==> src/rtl/uart_definitions.sv <==
// Shared UART definitions: receiver FSM encodings, frame width and bit-period derivation.
// Optional even parity is selected by UART_RX_PARITY_EN in the files that import this package.
package uart_definitions;

    localparam int unsigned UART_DATA_BITS = 8;

    typedef enum logic [2:0] {
        ST_IDLE   = 3'd0,
        ST_START  = 3'd1,
        ST_DATA   = 3'd2,
        ST_PARITY = 3'd3,
        ST_STOP   = 3'd4
    } rx_state_t;

    // Clock cycles per serial bit, truncated; shared with the transmitter.
    function automatic int unsigned clks_per_bit(input int unsigned clock_frequency,
                                                 input int unsigned baud_rate);
        return clock_frequency / baud_rate;
    endfunction

endpackage

==> src/rtl/uart_byte_receiver_byte_fifo.sv <==
// byte_fifo: power-of-two circular buffer with registered head data/valid and full/empty flags.
// Independent of UART_RX_PARITY_EN; a push into an empty buffer appears on out_valid one cycle later.
module byte_fifo #(
    parameter int unsigned DEPTH = 16,
    parameter int unsigned WIDTH = 8
) (
    input  logic             clock,
    input  logic             reset,
    input  logic             push,
    input  logic [WIDTH-1:0] push_data,
    input  logic             out_ready,
    output logic [WIDTH-1:0] out_data,
    output logic             out_valid,
    output logic             full,
    output logic             empty
);

    localparam int unsigned PTR_W = $clog2(DEPTH);
    localparam int unsigned CNT_W = $clog2(DEPTH + 1);

    logic [WIDTH-1:0] mem [DEPTH];
    logic [PTR_W-1:0] wr_ptr;
    logic [PTR_W-1:0] rd_ptr;
    logic [CNT_W-1:0] count;

    logic             pop_c;
    logic             do_push_c;
    logic             head_from_push_c;
    logic [PTR_W-1:0] rd_ptr_next_c;
    logic [CNT_W-1:0] count_next_c;

    // A full buffer still accepts a push when the head leaves in the same cycle.
    assign pop_c            = out_valid & out_ready;
    assign do_push_c        = push & (~full | pop_c);
    assign rd_ptr_next_c    = pop_c ? rd_ptr + PTR_W'(1) : rd_ptr;
    assign count_next_c     = count + CNT_W'(do_push_c) - CNT_W'(pop_c);
    assign head_from_push_c = do_push_c && ((count - CNT_W'(pop_c)) == '0);

    always_ff @(posedge clock) begin
        if (do_push_c) begin
            mem[wr_ptr] <= push_data;
        end
    end

    always_ff @(posedge clock) begin
        if (reset) begin
            wr_ptr    <= '0;
            rd_ptr    <= '0;
            count     <= '0;
            out_data  <= '0;
            out_valid <= 1'b0;
            full      <= 1'b0;
            empty     <= 1'b1;
        end else begin
            if (do_push_c) begin
                wr_ptr <= wr_ptr + PTR_W'(1);
            end
            rd_ptr    <= rd_ptr_next_c;
            count     <= count_next_c;
            out_valid <= (count_next_c != '0);
            full      <= (count_next_c == CNT_W'(DEPTH));
            empty     <= (count_next_c == '0);
            // Head register only moves when the head entry changes, so it holds under back-pressure.
            if (count_next_c != '0) begin
                out_data <= head_from_push_c ? push_data : mem[rd_ptr_next_c];
            end
        end
    end

endmodule

==> src/rtl/uart_byte_receiver.sv <==
// UART receive front end: 2-flop synchronizer, 8N1 deserializer (8E1 with UART_RX_PARITY_EN)
// and a byte FIFO on a valid/ready stream; parity_error is tied low unless UART_RX_PARITY_EN is defined.
module uart_byte_receiver
    import uart_definitions::*;
#(
    parameter int unsigned CLOCK_FREQUENCY = 100_000_000,
    parameter int unsigned BAUD_RATE       = 115200,
    parameter int unsigned FIFO_DEPTH      = 16
) (
    input  logic                      clock,
    input  logic                      reset,
    input  logic                      uart_receive,
    output logic [UART_DATA_BITS-1:0] out_data,
    output logic                      out_valid,
    input  logic                      out_ready,
    output logic                      overflow,
    output logic                      framing_error,
    output logic                      parity_error
);

    localparam int unsigned CLKS_PER_BIT = clks_per_bit(CLOCK_FREQUENCY, BAUD_RATE);
    localparam int unsigned CNT_W        = $clog2(CLKS_PER_BIT);
    localparam int unsigned HALF_LOAD    = CLKS_PER_BIT / 2 - 1;
    localparam int unsigned FULL_LOAD    = CLKS_PER_BIT - 1;
    localparam int unsigned BIT_IDX_W    = $clog2(UART_DATA_BITS);

    logic                      sync_0;
    logic                      sync_1;
    logic                      line_prev;
    rx_state_t                 state;
    logic [CNT_W-1:0]          bit_cnt;
    logic [BIT_IDX_W-1:0]      bit_idx;
    logic [UART_DATA_BITS-1:0] shift_reg;
    logic                      fifo_full;
    logic                      fifo_empty;

    logic                      expire_c;
    logic                      fall_c;
    logic                      pop_c;
    logic                      stop_good_c;

    assign expire_c = (bit_cnt == '0);
    assign fall_c   = line_prev & ~sync_1;
    assign pop_c    = ~fifo_empty & out_ready;

`ifdef UART_RX_PARITY_EN
    logic parity_bad;

    assign stop_good_c = (state == ST_STOP) && expire_c && sync_1 && !parity_bad;
`else
    assign stop_good_c  = (state == ST_STOP) && expire_c && sync_1;
    assign parity_error = 1'b0;
`endif

    // Line synchronizer plus one delay flop for falling-edge detection; all idle high.
    always_ff @(posedge clock) begin
        if (reset) begin
            sync_0    <= 1'b1;
            sync_1    <= 1'b1;
            line_prev <= 1'b1;
        end else begin
            sync_0    <= uart_receive;
            sync_1    <= sync_0;
            line_prev <= sync_1;
        end
    end

    always_ff @(posedge clock) begin
        if (reset) begin
            state         <= ST_IDLE;
            bit_cnt       <= '0;
            bit_idx       <= '0;
            shift_reg     <= '0;
            overflow      <= 1'b0;
            framing_error <= 1'b0;
`ifdef UART_RX_PARITY_EN
            parity_bad    <= 1'b0;
            parity_error  <= 1'b0;
`endif
        end else begin
            framing_error <= 1'b0;
`ifdef UART_RX_PARITY_EN
            parity_error  <= 1'b0;
`endif
            if (stop_good_c && fifo_full && !pop_c) begin
                overflow <= 1'b1;
            end

            case (state)
                ST_IDLE: begin
                    if (fall_c) begin
                        bit_cnt <= CNT_W'(HALF_LOAD);
                        state   <= ST_START;
                    end
                end

                // Mid-start-bit recheck rejects glitches shorter than half a bit.
                ST_START: begin
                    if (expire_c) begin
                        if (!sync_1) begin
                            bit_cnt <= CNT_W'(FULL_LOAD);
                            bit_idx <= '0;
                            state   <= ST_DATA;
                        end else begin
                            state <= ST_IDLE;
                        end
                    end else begin
                        bit_cnt <= bit_cnt - CNT_W'(1);
                    end
                end

                ST_DATA: begin
                    if (expire_c) begin
                        shift_reg <= {sync_1, shift_reg[UART_DATA_BITS-1:1]};
                        bit_cnt   <= CNT_W'(FULL_LOAD);
                        bit_idx   <= bit_idx + BIT_IDX_W'(1);
                        if (bit_idx == BIT_IDX_W'(UART_DATA_BITS - 1)) begin
`ifdef UART_RX_PARITY_EN
                            state <= ST_PARITY;
`else
                            state <= ST_STOP;
`endif
                        end
                    end else begin
                        bit_cnt <= bit_cnt - CNT_W'(1);
                    end
                end

`ifdef UART_RX_PARITY_EN
                // Even parity: data plus parity bit must XOR to zero.
                ST_PARITY: begin
                    if (expire_c) begin
                        parity_bad   <= ^{shift_reg, sync_1};
                        parity_error <= ^{shift_reg, sync_1};
                        bit_cnt      <= CNT_W'(FULL_LOAD);
                        state        <= ST_STOP;
                    end else begin
                        bit_cnt <= bit_cnt - CNT_W'(1);
                    end
                end
`endif

                // Leave mid-stop-bit so a back-to-back start edge is not missed.
                ST_STOP: begin
                    if (expire_c) begin
                        if (!sync_1) begin
                            framing_error <= 1'b1;
                        end
                        state <= ST_IDLE;
                    end else begin
                        bit_cnt <= bit_cnt - CNT_W'(1);
                    end
                end

                default: begin
                    state <= ST_IDLE;
                end
            endcase
        end
    end

    byte_fifo #(
        .DEPTH (FIFO_DEPTH),
        .WIDTH (UART_DATA_BITS)
    ) u_byte_fifo (
        .clock     (clock),
        .reset     (reset),
        .push      (stop_good_c),
        .push_data (shift_reg),
        .out_ready (out_ready),
        .out_data  (out_data),
        .out_valid (out_valid),
        .full      (fifo_full),
        .empty     (fifo_empty)
    );

endmodule

==> config.mk <==
export PLATFORM = sky130hd
export DESIGN_NAME = uart_byte_receiver
export DESIGN_NICKNAME = d
export VERILOG_FILES = /design/src/rtl/uart_definitions.sv /design/src/rtl/uart_byte_receiver_byte_fifo.sv /design/src/rtl/uart_byte_receiver.sv
export SDC_FILE = /design/constraint.sdc
export NUM_CORES = 1
export LEC_CHECK = 0
export CAP_MARGIN = 20
export CORE_MARGIN = 3
export CORE_UTILIZATION = 25
export CTS_CLUSTER_SIZE = 12
export DETAILED_ROUTE_END_ITERATION = 12
export GPL_TIMING_DRIVEN = 0
export PLACE_DENSITY = 0.4
export SETUP_SLACK_MARGIN = 0.1
export SLEW_MARGIN = 20
export SYNTH_ARGS = -nofsm -noshare
export SYNTH_HDL_FRONTEND = slang
export SYNTH_SLANG_ARGS = --single-unit
==> constraint.sdc <==
create_clock -name clock -period 3.4 [get_ports clock]
set_clock_uncertainty 0.1 [all_clocks]
set_input_delay 0.34 -clock clock [delete_from_list [all_inputs] [get_ports clock]]
set_output_delay 0.34 -clock clock [all_outputs]
set_load 0.03 [all_outputs]
======== Yosys cells after proc, flatten, opt, wreduce, memory -nomap -nowiden ========
Memory sizes are Yosys's and may differ from the RTL's.
Index checks and enable logic that the tools add are counted.
operators by class
  $add $sub $neg .......................... 7
  equal/unequal tests ..................... 13
  muxes and demuxes ....................... 22
  bitwise logic cells ..................... 10
  reductions and logical operators ........ 18
operators by type and width
  cell                                                count
  2-to-1 mux 10 bit                                   5
  case mux 10 bit (4 select lines)                    1
  2-to-1 mux 3 bit                                    8
  != test 2 bit, second input constant                7
  case mux 3 bit (4 select lines)                     1
  logical NOT 10 bit                                  1
  logical NOT 5 bit                                   2
  subtractor 10 x 1 -> 10 bit, second input constant  1
  subtractor 5 x 1 -> 5 bit                           2
  adder 4 x 1 -> 4 bit, second input constant         2
  2-to-1 mux 8 bit                                    1
  AND reduction 4 bit                                 2
  equality test 3 bit, second input constant          2
  case mux 3 bit (2 select lines)                     1
  adder 5 x 1 -> 5 bit                                1
  equality test 5 bit, second input constant          1
  logical AND 1 bit                                   5
  inverter 1 bit                                      5
  AND reduction 5 bit                                 1
  nonzero test 5 bit                                  1
  bitwise AND 1 bit                                   4
  2-to-1 mux 4 bit                                    1
  nonzero test 4 bit                                  1
  adder 3 x 1 -> 3 bit, second input constant         1
  11 further kinds                                    13
storage, ports and cells
  bits in registers ....................... 53
  RAM bits ................................ 128
  input bits .............................. 4
  output and inout port bits .............. 12
  memories ................................ 1
memory list
  name             words  width  read ports  clocked after Yosys merged registers in  wr ports  RTL line                            text
  u_byte_fifo.mem  16     8      1           0                                        1         uart_byte_receiver_byte_fifo.sv:21  logic [WIDTH-1:0] mem [DEPTH];

======== Longest topological paths before layout ========
  depth in word-level cells ............... 7
  gate-level depth with buffers ........... 16
  mapped depth without buffers ............ 13

======== Hierarchy ========
A second synthesis with hierarchy kept.
unflattened totals
  cells, all modules ...................... 807
  area total of the unflattened synthesis .. 9128.8 um2
modules (own cells, without submodules)
  module              instances  cells each  area an instance (um2)
  byte_fifo           1          645         7676.1
  uart_byte_receiver  1          162         1452.6

======== Least setup slack after synthesis ========
OpenSTA, ideal clock, no wires.
  kind .................................... flip-flop to flip-flop
  start point ............................. reg u_byte_fifo.out_valid
  end point ............................... reg u_byte_fifo.out_data[5]
  arrival ................................. 3422 ps
  data required time ...................... 3178 ps
  path slack .............................. -244 ps
  cell stages (with the launch flop) ...... 15
  buffers on the path ..................... 1
  clock period less this slack ............ 3644 ps
  path through ............................ dfxtp_1 -> nand2_2 -> inv_2 -> clkbuf_1 -> ha_1 -> inv_1 -> ha_1 -> fa_1 -> nor2_1 -> nand2_1 -> nor4_1 -> a31oi_2 -> inv_1 -> nor2_4 -> a221o_1
between the ends
  word-level cells in the longest chain between the ends .. 6
  elaborated cells between the ends (all ways) .. 12
ends and longest elaborated chain
  what                             RTL line                            text
  start: declaration               uart_byte_receiver_byte_fifo.sv:13  output logic out_valid,
  start signal: assignment         uart_byte_receiver_byte_fifo.sv:60  out_valid <= (count_next_c != '0);
  bitwise AND 1 bit (*)            uart_byte_receiver_byte_fifo.sv:33  assign pop_c = out_valid & out_ready;
  OR 1 bit                         uart_byte_receiver_byte_fifo.sv:34  assign do_push_c = push & (~full | pop_c);
  bitwise AND 1 bit                uart_byte_receiver_byte_fifo.sv:34
  adder 5 x 1 -> 5 bit             uart_byte_receiver_byte_fifo.sv:36  assign count_next_c = count + CNT_W'(do_push_c) - CNT_W'(pop_c);
  subtractor 5 x 1 -> 5 bit (*)    uart_byte_receiver_byte_fifo.sv:36
  net u_byte_fifo.count_next_c[1]  uart_byte_receiver_byte_fifo.sv:30  logic [CNT_W-1:0] count_next_c;
  nonzero test 5 bit (*)           uart_byte_receiver_byte_fifo.sv:64  if (count_next_c != '0) begin
  end signal: assignment           uart_byte_receiver_byte_fifo.sv:65  out_data <= head_from_push_c ? push_data : mem[rd_ptr_next_c];
  end: declaration                 uart_byte_receiver_byte_fifo.sv:12  output logic [WIDTH-1:0] out_data,
Mark *: on every way through the listed nets, which the timed path passes. The rest lies on a longest branch.
A chain may end at the register's enable or synchronous reset.

======== Worst setup path after layout ========
  start point ............................. reg bit_cnt[6]
  end point ............................... reg u_byte_fifo.out_data[7]
between the ends
  word-level cells in the longest chain between the ends .. 7
  elaborated cells between the ends (all ways) .. 9
ends and longest elaborated chain
  what                             RTL line                            text
  start: declaration               uart_byte_receiver.sv:31            logic [CNT_W-1:0] bit_cnt;
  start signal: assignment         uart_byte_receiver.sv:92            bit_cnt <= CNT_W'(HALF_LOAD);
  start signal: assignment         uart_byte_receiver.sv:101           bit_cnt <= CNT_W'(FULL_LOAD);
  start signal: assignment         uart_byte_receiver.sv:108           bit_cnt <= bit_cnt - CNT_W'(1);
  logical NOT 10 bit               uart_byte_receiver.sv:42            assign expire_c = (bit_cnt == '0);
  logical AND 1 bit (2 in series)  uart_byte_receiver.sv:51            assign stop_good_c = (state == ST_STOP) && expire_c && sync_1;
  bitwise AND 1 bit                uart_byte_receiver_byte_fifo.sv:34
  net u_byte_fifo.do_push_c        uart_byte_receiver_byte_fifo.sv:27  logic do_push_c;
  adder 5 x 1 -> 5 bit             uart_byte_receiver_byte_fifo.sv:36
  subtractor 5 x 1 -> 5 bit        uart_byte_receiver_byte_fifo.sv:36
  net u_byte_fifo.count_next_c[1]  uart_byte_receiver_byte_fifo.sv:30
  nonzero test 5 bit               uart_byte_receiver_byte_fifo.sv:64
The timed path passes the listed nets, and every way through them passes these cells.

==> load_flow_metrics.sql <==
INSERT INTO impl_metrics (metric_group, metric, value, unit) VALUES
('layout', 'largestRegisters', 'u_byte_fifo.mem x128, bit_cnt x10', ''),
('detailed_routing', 'drtAntennaViolNets', '0', ''),
('layout', 'final_common_cell', 'edfxtp_1', ''),
('yosys', 'number_of_enable_type_register_cells_in_the_synthesized_netlist', '128', ''),
('detailed_routing', 'drcViolationCount', '0', ''),
('cts', 'clock_insertion_delay_worst_skew', '440', 'ps'),
('timing', 'fin_crit', '3200', 'ps'),
('floorplan', 'placeable_core_region', '35700', 'um^2'),
('setup_path', 'critPathMaxFanout', '5', ''),
('layout', 'registers.top_by_ff_count', 'u_byte_fifo.mem', ''),
('timing', 'finalHoldViolations', '0', ''),
('placement', 'placement.io_buffers', '14', ''),
('layout', 'layout-area-overhead-vs-synth', '17.1', '%'),
('floorplan', 'floorplan.rows', '69', ''),
('cts', 'clockBufferDepth', '2', ''),
('timing', 'worst_slew_margin_rel', '32.1', '%'),
('layout', 'instances_no_fill', '1312', ''),
('yosys', 'netlist_instances', '789', ''),
('setup_path', 'crit_path_start_kind', 'flop', ''),
('grt', 'maximum_number_of_pins_on_one_net_before_global_route_repair', '20', ''),
('floorplan', 'dieWidth', '196', 'um'),
('timing', 'period_utilisation_layout', '94.0', '%'),
('hold_path', 'min-delay-start', 'sync_0', ''),
('setup_path', 'launch_point_of_the_worst_reg_to_reg_path', 'bit_cnt[6]', ''),
('cts', 'clockRootBuffer', 'clkbuf_16', ''),
('setup_path', 'critical_path_arrival', '3420', 'ps'),
('placement', 'place.gp.congestion', '0.836', ''),
('yosys', 'synth_nets', '811', ''),
('pwr', 'vdd_ir_drop_max', '0.292', 'mV'),
('grt', 'antenna_found_initial', '1', ''),
('setup_path', 'setup.worst_path.class', 'reg -> reg', ''),
('setup_path', 'crit_path_top_delay_cell', 'fa_2', ''),
('detailed_routing', 'route.final.wire_length', '27900', 'um'),
('placement', 'cell_area_after_placement', '9850', 'um^2'),
('cts', 'cts_sinks', '181', ''),
('grt', 'grt_first_pass_wirelength', '41800', 'um'),
('setup_path', 'timing.critical_path.from', 'bit_cnt[6]', ''),
('yosys', 'netlist_area', '9060', 'um^2'),
('layout', 'largest_register_ffs', '128', ''),
('timing', 'maxClockFrequency', '0.313', 'GHz'),
('yosys', 'synthArstFlopShare', '0', '%'),
('yosys', 'ys_seq_area_share', '54.1', '%'),
('layout', 'num-nets-final', '861', ''),
('floorplan', 'design.die.area', '38600', 'um^2'),
('timing', 'worst_tran_pin_value', '1020', 'ps'),
('timing', 'rsz0062_at_grt', 'true', ''),
('setup_path', 'cp-end-kind', 'flop', ''),
('timing', 'finalSetupViolations', '0', ''),
('grt', 'gr-usage-all-layers', '14.6', '%'),
('cts', 'cts.htree.levels', '4', ''),
('grt', 'vias_in_the_first_global_route', '6396', ''),
('layout', 'layout_cells_sized_above_1', '16.8', '%'),
('detailed_routing', 'drt-vias-per-instance', '4.94', ''),
('detailed_routing', 'dr_total_vias', '6483', ''),
('job', 'timing.max_cap.violations', '0', ''),
('detailed_routing', 'drt_first_pass_iters', '5', ''),
('setup_path', 'required', '3620', 'ps'),
('pwr', 'p_per_area', '637', 'nW/um^2'),
('yosys', 'synth.distinct_cells', '71', ''),
('setup_path', 'critical-path-max-stage-delay', '440', 'ps'),
('timing', 'drv_slew', '0', ''),
('setup_path', 'crit_chain', 'nor4_4, and3_1, buf_6, and3_4, buf_6, ha_4, fa_2, nor2_2, nand2_2, nor4_4, a31oi_4, inv_4, nor2_4, a221o_1', ''),
('layout', 'most_frequent_cells_in_the_layout', 'edfxtp_1, mux2i_1, nor2_1', ''),
('outcome', 'outcome', 'finished, final reports clean', ''),
('yosys', 'synth.ff_latch_count', '181', ''),
('grt', 'grt_overflow', '0', ''),
('layout', 'design_area', '10600', 'um^2'),
('floorplan', 'initial_utilization', '25.4', '%'),
('cts', 'cts_hold_repair.buffers', '0', ''),
('pwr', 'power_leakage', '3.52', 'nW'),
('hold_path', 'hold_path_class', 'reg -> reg', '');
## where the power goes
part	switching, mW	leakage [nW]	internal, mW
Sequential	0.0901	1.62	2.43
Combinational	1.42	1.64	0.964
Clock	0.913	0.250	0.942
## cell usage after synthesis (all sizes together) (9+ instances only)
master	number	share of area (%)
a211oi	10	0.83
a21oi	49	2.7
buf	32	1.9
clkbuf	21	0.87
dfxtp	53	12
edfxtp	128	42
ha	17	2.3
inv	30	1.2
mux2i	91	10
mux4	11	2.7
nand2	25	1.3
nand2b	16	1.1
nor2	74	3.1
nor3	13	0.77
o21ai	49	2.7
o22a	9	0.88
o22ai	43	3.0
## layer usage
metal / GRT usage [%] / up-vias / wire [um]
met2: 23.9 / 102 / 13400
met1: 20.2 / 3284 / 13200
met5: 0 / - / 0
met4: 3.78 / 0 / 342
li1: - / 3077 / -
met3: 2.36 / 20 / 958
## stage by stage
| stage | hold WS (ps) | util, % | worst slack [ps] | setup TNS (ps) |
|---|---|---|---|---|
| floorplan | 289 | - | 137 | 0 |
| global placement | 291 | 27.5 | -1220 | -53980 |
| detailed placement | 300 | 27.6 | -1210 | -22940 |
| CTS | 318 | 29.6 | 107 | 0 |
| global route | 325 | 29.8 | 51.8 | 0 |
| finish | 315 | 29.8 | 202 | 0 |
## worst paths after layout
kind / to / cells past startpoint / slack, ps
max: u_byte_fifo.out_data[7] / 14 / 200
min: sync_1 / 1 / 310
max reg2reg: u_byte_fifo.out_data[7] / 14 / 200
min reg2reg: sync_1 / 1 / 310
## what timing repair did
item,4_1_cts,5_1_grt
buffers inserted,9,4
cloned,0,0
setup endpoints to repair,11,8
gates resized for setup,36,7
pin swaps,7,5
## worst max-delay path: cells and delay by family, from the launching register on
kind	cells	cell delay, ps
buf+inv	3	360
fa+ha+maj	2	570
simple gates	7	1180
compound gates	2	520
flops	1	360
## cells by family after synthesis
logic type	after synthesis	share of synthesized area (%)
compound gates	207	14.6
simple gates	185	10.8
flops	181	54.1
mux	102	12.8
buf+inv	85	4.14
fa+ha+maj	18	2.57
xor+xnor	10	0.966
other cells	1	0.0414
## final cells by class
class                   count  area [um^2]
clock inverters            13          101
flip-flops and latches    181         4920
well taps                 461          577
repair buffers             31          269
plain buffers              54          280
multi-input cells         523         3910
clock buffers              18          429
inverters                  31          126
fillers                  3654        25000
(Power assumes the default switching activity.)
